## src/rtl/mult_seq_signed_if.sv

```systemverilog
//==============================================================================
// Module   : mult_seq_signed_if
// Purpose  : Handshake/operand bundle for the sequential signed multiplier.
//            The uns field exists only when MULT_SEQ_UNSIGNED_EN is defined.
// Revision : 1.0 - initial release
//==============================================================================
`default_nettype none

interface mult_seq_signed_if #(
    parameter int WIDTH = 8
) ();
    logic                 start;
    logic [WIDTH-1:0]     ra;
    logic [WIDTH-1:0]     rb;
`ifdef MULT_SEQ_UNSIGNED_EN
    logic                 uns;
`endif
    logic                 busy;
    logic                 done;
    logic [2*WIDTH-1:0]   res;
    logic [7:0]           flags;

`ifdef MULT_SEQ_UNSIGNED_EN
    modport master (output start, ra, rb, uns, input busy, done, res, flags);
    modport slave  (input start, ra, rb, uns, output busy, done, res, flags);
`else
    modport master (output start, ra, rb, input busy, done, res, flags);
    modport slave  (input start, ra, rb, output busy, done, res, flags);
`endif
endinterface

`default_nettype wire

```

## src/rtl/mult_seq_signed.sv

```systemverilog
//==============================================================================
// Module   : mult_seq_signed
// Purpose  : WIDTH-bit two's-complement sequential multiplier (radix-2
//            shift-add on magnitudes, then sign correction), start/busy/done.
//            Optional unsigned mode: define MULT_SEQ_UNSIGNED_EN.
// Revision : 1.0 - initial release
//==============================================================================
`default_nettype none

module mult_seq_signed #(
    parameter int WIDTH = 8
) (
    input  wire logic         clk,
    input  wire logic         rst,
    mult_seq_signed_if.slave  bus
);

    localparam int CNT_W = (WIDTH > 1) ? $clog2(WIDTH) : 1;

    typedef enum logic [1:0] {
        S_IDLE = 2'd0,
        S_RUN  = 2'd1,
        S_SIGN = 2'd2
    } state_t;

    state_t                 r_state;
    logic [CNT_W-1:0]       r_cnt;
    logic [WIDTH-1:0]       r_mcand;
    logic [2*WIDTH-1:0]     r_acc;
    logic                   r_sign;
    logic                   r_busy;
    logic                   r_done;
    logic [2*WIDTH-1:0]     r_res;
    logic [7:0]             r_flags;
`ifdef MULT_SEQ_UNSIGNED_EN
    logic                   r_uns;
`endif

    logic                   w_uns_in;
    logic [WIDTH-1:0]       w_mag_a;
    logic [WIDTH-1:0]       w_mag_b;
    logic                   w_sign_in;
    logic [WIDTH:0]         w_sum;
    logic [2*WIDTH-1:0]     w_step;
    logic [2*WIDTH-1:0]     w_res_next;
    logic [WIDTH:0]         w_hi;
    logic                   w_zf;
    logic                   w_nf;
    logic                   w_of;
    logic [7:0]             w_flags;

`ifdef MULT_SEQ_UNSIGNED_EN
    assign w_uns_in = bus.uns;
`else
    assign w_uns_in = 1'b0;
`endif

    // Magnitude of the most negative value is 2^(W-1), which still fits unsigned.
    assign w_mag_a   = (bus.ra[WIDTH-1] && !w_uns_in) ? (~bus.ra + 1'b1) : bus.ra;
    assign w_mag_b   = (bus.rb[WIDTH-1] && !w_uns_in) ? (~bus.rb + 1'b1) : bus.rb;
    assign w_sign_in = (bus.ra[WIDTH-1] ^ bus.rb[WIDTH-1]) & ~w_uns_in;

    // Upper half accumulates; lower half holds the multiplier being shifted out.
    assign w_sum  = {1'b0, r_acc[2*WIDTH-1:WIDTH]} + {1'b0, r_mcand};
    assign w_step = r_acc[0] ? {w_sum, r_acc[WIDTH-1:1]}
                             : {1'b0, r_acc[2*WIDTH-1:1]};

    assign w_res_next = r_sign ? (~r_acc + 1'b1) : r_acc;

    assign w_hi = w_res_next[2*WIDTH-1:WIDTH-1];
    assign w_zf = (w_res_next == '0);
`ifdef MULT_SEQ_UNSIGNED_EN
    assign w_nf = r_uns ? 1'b0 : w_res_next[2*WIDTH-1];
    assign w_of = r_uns ? (|w_res_next[2*WIDTH-1:WIDTH])
                        : ~((&w_hi) | ~(|w_hi));
`else
    assign w_nf = w_res_next[2*WIDTH-1];
    assign w_of = ~((&w_hi) | ~(|w_hi));
`endif
    assign w_flags = {4'b0000, w_nf, w_of, 1'b0, w_zf};

    always_ff @(posedge clk) begin
        if (rst) begin
            r_state <= S_IDLE;
            r_cnt   <= '0;
            r_mcand <= '0;
            r_acc   <= '0;
            r_sign  <= 1'b0;
            r_busy  <= 1'b0;
            r_done  <= 1'b0;
            r_res   <= '0;
            r_flags <= 8'h01;
`ifdef MULT_SEQ_UNSIGNED_EN
            r_uns   <= 1'b0;
`endif
        end else begin
            r_done <= 1'b0;
            case (r_state)
                S_IDLE: begin
                    if (bus.start) begin
                        r_mcand <= w_mag_a;
                        r_acc   <= {{WIDTH{1'b0}}, w_mag_b};
                        r_sign  <= w_sign_in;
                        r_cnt   <= '0;
                        r_busy  <= 1'b1;
`ifdef MULT_SEQ_UNSIGNED_EN
                        r_uns   <= bus.uns;
`endif
                        r_state <= S_RUN;
                    end
                end
                S_RUN: begin
                    r_acc <= w_step;
                    r_cnt <= r_cnt + 1'b1;
                    if (r_cnt == CNT_W'(WIDTH-1)) begin
                        r_state <= S_SIGN;
                    end
                end
                S_SIGN: begin
                    r_res   <= w_res_next;
                    r_flags <= w_flags;
                    r_done  <= 1'b1;
                    r_busy  <= 1'b0;
                    r_state <= S_IDLE;
                end
                default: begin
                    r_busy  <= 1'b0;
                    r_state <= S_IDLE;
                end
            endcase
        end
    end

    assign bus.busy  = r_busy;
    assign bus.done  = r_done;
    assign bus.res   = r_res;
    assign bus.flags = r_flags;

endmodule

`default_nettype wire

```

## src/flat_wrapper.sv

```systemverilog
// flat-port wrapper written by rule: the top's interface ports become plain ports
module mult_seq_signed_flat 
#(
    parameter int WIDTH = 8
)
  (clk, rst, bus_start, bus_ra, bus_rb, bus_busy, bus_done, bus_res, bus_flags);
  mult_seq_signed_if #(.WIDTH(WIDTH)) bus_i ();
  input  wire logic clk;
  input  wire logic rst;
  input wire logic [$bits(bus_i.start)-1:0] bus_start;
  input wire logic [$bits(bus_i.ra)-1:0] bus_ra;
  input wire logic [$bits(bus_i.rb)-1:0] bus_rb;
  output wire logic [$bits(bus_i.busy)-1:0] bus_busy;
  output wire logic [$bits(bus_i.done)-1:0] bus_done;
  output wire logic [$bits(bus_i.res)-1:0] bus_res;
  output wire logic [$bits(bus_i.flags)-1:0] bus_flags;
  assign bus_i.start = bus_start;
  assign bus_i.ra = bus_ra;
  assign bus_i.rb = bus_rb;
  assign bus_busy = bus_i.busy;
  assign bus_done = bus_i.done;
  assign bus_res = bus_i.res;
  assign bus_flags = bus_i.flags;
  mult_seq_signed #(.WIDTH(WIDTH)) u_core (.clk(clk), .rst(rst), .bus(bus_i));
endmodule
```

## config.mk

```make
export PLATFORM = sky130hd
export DESIGN_NAME = mult_seq_signed_flat
export DESIGN_NICKNAME = d
export VERILOG_FILES = /design/src/rtl/mult_seq_signed_if.sv /design/src/rtl/mult_seq_signed.sv /design/src/flat_wrapper.sv
export SDC_FILE = /design/constraint.sdc
export NUM_CORES = 1
export LEC_CHECK = 0
export ABC_AREA = 0
export CAP_MARGIN = 20
export CORE_MARGIN = 2
export CORE_UTILIZATION = 55
export DETAILED_ROUTE_END_ITERATION = 12
export DONT_BUFFER_PORTS = 1
export GPL_ROUTABILITY_DRIVEN = 0
export GPL_TIMING_DRIVEN = 0
export PLACE_DENSITY = 0.74
export SLEW_MARGIN = 20
export SYNTH_ARGS = -nofsm -noshare
export SYNTH_HDL_FRONTEND = slang
export SYNTH_SLANG_ARGS = --single-unit
```

## constraint.sdc

```tcl
create_clock -name clk -period 2.8 [get_ports clk]
set_input_delay 0.56 -clock clk [delete_from_list [all_inputs] [get_ports clk]]
set_output_delay 0.56 -clock clk [all_outputs]
set_load 0.005 [all_outputs]
```

=== Yosys cells after proc, flatten, opt, wreduce, memory -nomap -nowiden ===
Index checks and enable logic that the tools add are counted.

* Equality and inequality tests: 5
* Reduce and logical (&&, ||, !) cells: 9
* Add/subtract/negate cells: 5
* Muxes and demuxes: 14
* Bitwise gates (word level): 8

{| class="wikitable"
|+ Operators by type and width
! kind !! count
|-
| $mux 16 || 3
|-
| $pmux 16 s2 || 1
|-
| $add 16x1->16 const B || 1
|-
| $add 8x1->8 const B || 2
|-
| $logic_not 16->1 || 1
|-
| $mux 8 || 2
|-
| $not 16->16 || 1
|-
| $not 8->8 || 2
|-
| $add 8x8->9 || 1
|-
| $reduce_and 9->1 || 1
|-
| $reduce_or 9->1 || 1
|-
| $reduce_and 2->1 || 4
|-
| $pmux 3 s2 || 1
|-
| $mux 2 || 2
|-
| $pmux 2 s2 || 1
|-
| $add 3x1->3 const B || 1
|-
| $eq 3x3->1 const B || 1
|-
| $mux 3 || 1
|-
| $not 1->1 || 3
|-
| $eq 2x1->1 const B || 1
|-
| $eq 2x2->1 const B || 1
|-
| $logic_not 2->1 || 1
|-
| $mux 1 || 2
|-
| $ne 2x1->1 const B || 1
|-
| 5 further kinds || 5
|}

* Register bits: 51
* Logic and storage cells: 50
* Input bits: 19

=== Logic depth before layout (Yosys ltp) ===
* Depth after elaboration: 7
* Gate-level depth with buffers: 10
* Depth with buffers taken out: 8

=== Worst setup path after synthesis ===
Ideal clock, no wire load.

* Path type: register -> register
* Start point: register u_core.r_acc[0]
* End point: register u_core.r_flags[0] (netlist: u_core.bus.flags[0])
* Buffers on the path: 2
* Clock period less this slack: 2,665 ps
* Library setup time: 122 ps
* Stages on the path, launching flop included: 11
* Setup slack: 135 ps
* Arrival: 2,544 ps
* Cell sequence: dfxtp_1 -> buf_1 -> inv_1 -> ha_1 -> or2b_2 -> clkbuf_1 -> or2_2 -> o41a_2 -> xor2_1 -> nor4_2 -> a221o_1

* Cells in the longest elaborated chain, start to end: 4

{| class="wikitable"
|+ RTL lines
! what !! RTL line !! text
|-
| start, declared || mult_seq_signed.sv:29 || <nowiki>logic [2*WIDTH-1:0] r_acc;</nowiki>
|-
| start signal, assigned || mult_seq_signed.sv:102 || <nowiki>r_acc <= {{WIDTH{1'b0}}, w_mag_b};</nowiki>
|-
| start signal, assigned || mult_seq_signed.sv:113 || <nowiki>r_acc <= w_step;</nowiki>
|-
| $not 16->16 || mult_seq_signed.sv:68 || <nowiki>assign w_res_next = r_sign ? (~r_acc + 1'b1) : r_acc;</nowiki>
|-
| $add 16x1->16 || mult_seq_signed.sv:68 ||
|-
| $mux 16 * || mult_seq_signed.sv:68 ||
|-
| $logic_not 16->1 * || mult_seq_signed.sv:71 || <nowiki>assign w_zf = (w_res_next == '0);</nowiki>
|-
| end signal, assigned || mult_seq_signed.sv:121 || <nowiki>r_flags <= w_flags;</nowiki>
|-
| end, declared || mult_seq_signed.sv:34 || <nowiki>logic [7:0] r_flags;</nowiki>
|}

Mark *: on every way between the ends. The rest lies on a longest branch, timed or not.
A chain may end at the register's enable or synchronous reset.

=== Worst setup path in the final report ===
* Start point: register u_core.r_acc[0]
* End point: register u_core.r_flags[2] (netlist: u_core.bus.flags[2])

* Cells in the longest elaborated chain, start to end: 7

{| class="wikitable"
|+ RTL lines
! what !! RTL line !! text
|-
| $not 16->16 * || mult_seq_signed.sv:68 ||
|-
| $add 16x1->16 * || mult_seq_signed.sv:68 ||
|-
| $mux 16 * || mult_seq_signed.sv:68 ||
|-
| $reduce_or 9->1 || mult_seq_signed.sv:78 || <nowiki>assign w_of = ~((&w_hi) | ~(|w_hi));</nowiki>
|-
| $not 1->1 || mult_seq_signed.sv:78 ||
|-
| $or 1x1->1 * || mult_seq_signed.sv:78 ||
|-
| $not 1->1 * || mult_seq_signed.sv:78 ||
|}

Marked as above.

==> impl_metrics.toml <==
[cts]
cts.sinks = 50
clock_tree.root_cell = "clkbuf_8"
cts_tree = "built"
htreeDepth = 2
clk_latency_ns = 0.30
clk_pin_slew_ns = 0.09
cts.path.max_buffers = 2
ctsHoldBuffers = 0
cts_buffers = 5
postCtsSetupBuffers = 0

[synth]
ys.flop_type = "dfxtp_1"
synth_area_sq_mm = 0.003161
synth_seq_cells = 50
avgSynthCellArea_sq_um = 8.496
ys_types = 59
ys_async_sr_fraction_pct = 0
synth_edf_count = 0
synthDominantCellAreaShare_pct = 31.67
synthCells = 372
yosys.area.top_type = "dfxtp_1"
synth.yosys.warnings = 0
ys_seq_area_share_pct = 31.67
synthTopCellsByArea = "dfxtp_1 (32%), nor2_1 (7.6%), ha_1 (5.5%), a211oi_1 (5.2%), xor2_1 (4.4%)"

[timing]
fmax_ghz = 0.3826
setup_viol = 0
min_period_ns = 2.614
timing.final.crit_share_pct = 93.35
setup_ws_ns = 0.1862
worst_clock_skew_ns = 0.006030
rsz0062_at_grt = "false"
hold_viol = 0
report.final.slew_viol_count = 0
tightest_slew_ns = 0.8203
slew_headroom_pct = 45.19
tns_ns = 0

[job]
maxCapViolations = 0

[cells_and_area]
final_nets = 415
multiInputGateArea_sq_mm = 0.001897
drive_above_1_share_pct = 11.26
seq_area_sq_mm = 0.001002
syn_to_final_growth_pct = 6.730
num_antenna_cells = 0
nFillCells = 494

[placed_design]
place.port_buffers = 0
hpwl_um = 5274
pre_cts_slack_ns = -0.2287

[worst_setup_path]
worstPathMaxFanout = 13
startpoint_type = "flop"
critPathCaptureType = "flop"
worstSetupPathType = "flop to flop"
arrival_ns = 2.81
r2r_setup_slack_ns = 0.19
crit_required_ns = 3.00

[floorplan]
die_y_um = 79.81
die_area_sq_mm = 0.006369
die_x_um = 79.81
initial_core_util_pct = 57.05
core-area_sq_mm = 0.005540
rows = 27
io_pins = 45

[drt]
drc = 0
drt_iter0_drc = 196
vias = 2655
drtAntennaViolNets = 0
firstDrtPassIters = 7
wl_per_cell_um = 15.09
vias_per_cell = 5.848
routed_wl_um = 6850

[global_routing]
grt_max_degree = 15
grt_pass1_wl_um = 11170
antenna_found_initial = 0
grt_pass1_vias = 2401
grtUsageTotal_pct = 22.30
grt_overflow_total = 0

[power]
ir_worst_vdd_mv = 0.2426
power_density_mw_per_mm2 = 475.7
p_leak_nw = 1.330

[status]
status = "completed"

[min_path]
min_path_type = "input port to flop"
-- critical path, stage by stage, from the launching register on --
cell and delay (ns):
dfxtp_2 0.41, inv_1 0.13, ha_1 0.23, or2b_2 0.41, or2_2 0.33, o41a_2 0.40
xor2_2 0.17, and4b_1 0.19, o41ai_1 0.24
-- final timing paths --
| check | end | start | depth (start not counted) |
|---|---|---|---|
| max | u_core.bus.flags[2]$_SDFFE_PP0P_ | u_core.r_acc[0]$_SDFFE_PP0P_ | 8 |
| min | u_core.r_mcand[0]$_SDFFE_PP0P_ | bus_ra[0] | 2 |
| max reg2reg | u_core.bus.flags[2]$_SDFFE_PP0P_ | u_core.r_acc[0]$_SDFFE_PP0P_ | 8 |
| min reg2reg | u_core.bus.res[0]$_SDFFE_PP0P_ | u_core.bus.res[0]$_SDFFE_PP0P_ | 2 |
-- kinds of logic after synthesis --
logic type / Yosys count / synth area share (%)
AND/OR/NAND/NOR: 126 / 19.56
AO/OA/AOI/OAI: 94 / 22.53
flip-flops: 50 / 31.67
buffers and inverters: 48 / 9.026
XOR/XNOR: 30 / 8.313
adder cells (fa/ha/maj): 15 / 6.176
multiplexers: 8 / 2.613
other: 1 / 0.1187
-- cells in the mapped netlist (5+ instances only) --
library cell	count
xnor2_1	14
nand2_1	14
nand3_1	7
o21ai_0	8
a222oi_1	5
a22oi_1	9
a31oi_1	5
a211oi_1	22
buf_4	6
xor2_1	16
nor3_1	6
ha_1	14
nor2_1	64
inv_1	11
clkbuf_1	19
a21oi_1	13
mux2i_1	6
o41ai_1	5
clkbuf_8	5
o31ai_1	8
dfxtp_1	50
nand2b_1	7
-- through the flow --
step / std cells / power [mW] / hold slack, ns / cell area [sq um] / util [%]
after floorplan: 376 / 1.054 / 0.4500 / 3176 / -
after global placement: 448 / 1.114 / 0.4751 / 3266 / 58.94
after detailed placement: 448 / 1.119 / 0.4765 / 3266 / 58.94
after CTS: 455 / 1.614 / 0.4040 / 3377 / 60.95
after global routing: 454 / 1.683 / 0.4322 / 3373 / 60.89
final: 454 / 1.605 / 0.4112 / 3373 / 60.89
-- cell usage in the layout (no fill, tap or decap), drive strengths merged, types with 2 or more instances in the layout --
master / Yosys / final
nor4b: 2 / 2
a21oi: 13 / 13
a31oi: 5 / 5
a22oi: 9 / 9
o22ai: 2 / 2
nor3b: 3 / 3
xnor2: 14 / 14
mux2i: 6 / 6
nor4: 4 / 4
clkbuf: 25 / 31
nand3: 7 / 7
or3: 2 / 2
dfxtp: 50 / 50
nor3: 6 / 6
nand2b: 7 / 7
xor2: 16 / 16
o21ai: 8 / 8
ha: 14 / 14
o31a: 2 / 2
nor2b: 3 / 3
o41ai: 7 / 7
conb: 1 / 5
inv: 11 / 11
nor2: 64 / 64
o31ai: 8 / 8
mux2: 2 / 2
o21bai: 2 / 2
or4: 3 / 3
and3: 2 / 2
buf: 12 / 11
a21o: 3 / 3
or2: 4 / 4
nand2: 14 / 14
a211oi: 22 / 22
a222oi: 5 / 5
-- state kept, by name, summed over array words and instances (netlist names) --
signal / flops
u_core.bus.busy: 1
u_core.bus.done: 1
u_core.bus.flags: 3
u_core.bus.res: 15
u_core.r_acc: 16
u_core.r_cnt: 3
u_core.r_mcand: 8
u_core.r_sign: 1
u_core.r_state: 2
-- power breakdown --
part / internal (mW) / switching [mW] / leakage [nW]
registers: 0.735 / 0.0260 / 0.407
logic: 0.150 / 0.195 / 0.871
clock network: 0.268 / 0.231 / 0.0524
total: 1.15 / 0.452 / 1.33
-- routing by layer --
layer / vias up / track usage, % / share of wire [%]
met1: 1219 / 27.51 / 45
met3: 10 / 4.072 / 5.0
met4: 0 / 9.322 / 2.2
li1: 1348 / - / -
met5: - / 0 / 0
met2: 78 / 38.07 / 47
-- area by class of cell --
cell class / count / share of cell area [%]
Tap cell: 72 / 2.671
Buffer: 35 / 7.010
Clock buffer: 7 / 2.263
Multi-Input combinational cell: 278 / 56.23
Inverter: 11 / 1.224
Sequential cell: 50 / 29.71
Clock inverter: 1 / 0.8902
-- what timing repair did --
action / 4_1_cts / 5_1_grt
pin swaps: 0 / 0
endpoints found under the setup margin: 2 / 2
gates resized for setup: 2 / 0
Note: power is estimated with default switching activity, not from simulation.
==> patch, RTL diff (config.mk and constraints unchanged) <==
Reset style: asynchronous (`rst`), changed in one clocked block.
--- a/src/rtl/mult_seq_signed.sv
+++ b/src/rtl/mult_seq_signed.sv
@@ -80,5 +80,5 @@
     assign w_flags = {4'b0000, w_nf, w_of, 1'b0, w_zf};
 
-    always_ff @(posedge clk) begin
+    always_ff @(posedge clk or posedge rst) begin
         if (rst) begin
             r_state <= S_IDLE;
Formal check against the unedited RTL: differs if rst is asserted again (counterexample within 4 cycles, from zero or initial values and one cycle with rst high); with rst held inactive, the same outputs for 10 cycles.
==> patch against the original RTL <==
Fmax shrank 4.0%; synthesized area grew 2.1%; critical path depth increased by 1; cell area up 6.9%; hold slack worse by 310 ps; wire length increased by 2.5%; setup slack worse by 110 ps; largest cell class unchanged; sequential cell count is the same.
Power is not compared: it rests on default switching activity, and its combinational part moved more than twofold at a synthesized area within 25%.
==> patch: results (changes against the original RTL) <==
- The all-layer global routing usage came to 23.9% (was 22.3%).
- The met1 layer usage reported by global route is 29.2% (was 27.5%).
- The number of inserted filler cells in the final layout is 493 (was 494).
- The total number of vias is 2605 (was 2655).
- The adder-cell share of the synthesized area came to 6.05% (was 6.18%).
- The instance area after placement is 3390 um2 (was 3270 um2).
- The detailed-routing iteration count for the pre-antenna-repair pass is 4 (was 7).
- The iteration-0 DRC count of the detailed router is 102 (was 196).
- The critical-path cell with the highest stage delay is sky130_fd_sc_hd__or4b_4 (was sky130_fd_sc_hd__dfxtp_2).
- The met2 global-route usage is 42.3% (was 38.1%).
- The global-route wire length before repair is 12100 um (was 11200 um).
- The startpoint of the lowest-slack register-to-register path is u_core.r_acc[0]$_DFFE_PP0P_ (was u_core.r_acc[0]$_SDFFE_PP0P_).
- The setup slack of the worst register-to-register path is 80 ps (was 190 ps).
- The final worst clock skew is 10.4 ps (was 6.03 ps).
- The fraction of final layout cells sized beyond drive strength 1 was 14.0% (was 11.3%).
- The fraction of synthesis flops using an asynchronous set or reset pin is 100% (was 0%).
- The normalized max-slew margin is 54.9% (was 45.2%).
- The met3 track demand over resource in global routing is 4.94% (was 4.07%).
- The main flop type after synthesis is sky130_fd_sc_hd__dfrtp_1 (was sky130_fd_sc_hd__dfxtp_1).
- The number of nets in the finished design came to 411 (was 415).
- Result of the run: completed (unchanged).
- The part of the Yosys area used for sequential elements is 38.8% (was 31.7%).
- The area fraction in compound gates after synthesis is 19.1% (was 22.5%).
- The worst stage delay on the critical path is 520 ps (was 410 ps).
- The met1 wire length is 3080 um (was 3110 um).
- The data arrival at the endpoint of the critical path came to 2950 ps (was 2810 ps).
- The number of distinct library cells after synthesis is 57 (was 59).
- Top cells by count, synth: 49 x sky130_fd_sc_hd__dfrtp_1, 48 x sky130_fd_sc_hd__nand2_1, 39 x sky130_fd_sc_hd__o21ai_0 (was 64 x sky130_fd_sc_hd__nor2_1, 50 x sky130_fd_sc_hd__dfxtp_1, 22 x sky130_fd_sc_hd__a211oi_1).
- The reg-to-reg endpoint is u_core.bus.flags[2]$_DFFE_PP0P_ (was u_core.bus.flags[2]$_SDFFE_PP0P_).
- The routed wirelength normalized by instance count came to 15.6 um (was 15.1 um).
- The number of global-route vias before repair is 2546 (was 2401).
- The total length of routed met3 wires is 316 um (was 342 um).
- The post-detailed-placement half-perimeter wirelength is 5300 um (was 5270 um).
- The maximum number of pins on one net before global-route repair was 34 (was 15).
[patch: timing repair]
item / 4_1_cts / 5_1_grt
gates resized for setup: 4 / 8
endpoints found under the setup margin: 2 / 1
buffers inserted: 4 / 3
pin swaps: 2 / 4
[patch: where the power goes]
| group | switching [mW] | internal [mW] |
|---|---|---|
| clock | 0.244 | 0.250 |
| sequential | 0.276 | 1.01 |
| combinational | 1.14 | 0.911 |
| total | 1.66 | 2.17 |
[patch: layout make-up]
cell class              instances  area [um2]  area share [%]
multi-input cells             273        1870            51.9
repair buffers                  8        72.6            2.01
well taps                      72        90.1            2.50
plain buffers                  26         155            4.30
flip-flops and latches         50        1250            34.8
clock buffers                   8         110            3.05
inverters                      13        51.3            1.42
[patch: per-stage QoR]
step	instances	util, %	TNS, ps	setup WS [ps]	hold WS [ps]
finish	450	64.7	0	76.3	97.1
global route	450	64.7	-2.89	-2.89	111
CTS	449	63.6	0	49.9	108
detailed placement	438	60.8	-492	-320	443
global placement	437	60.4	-440	-307	470
floorplan	365	-	0	15.4	454
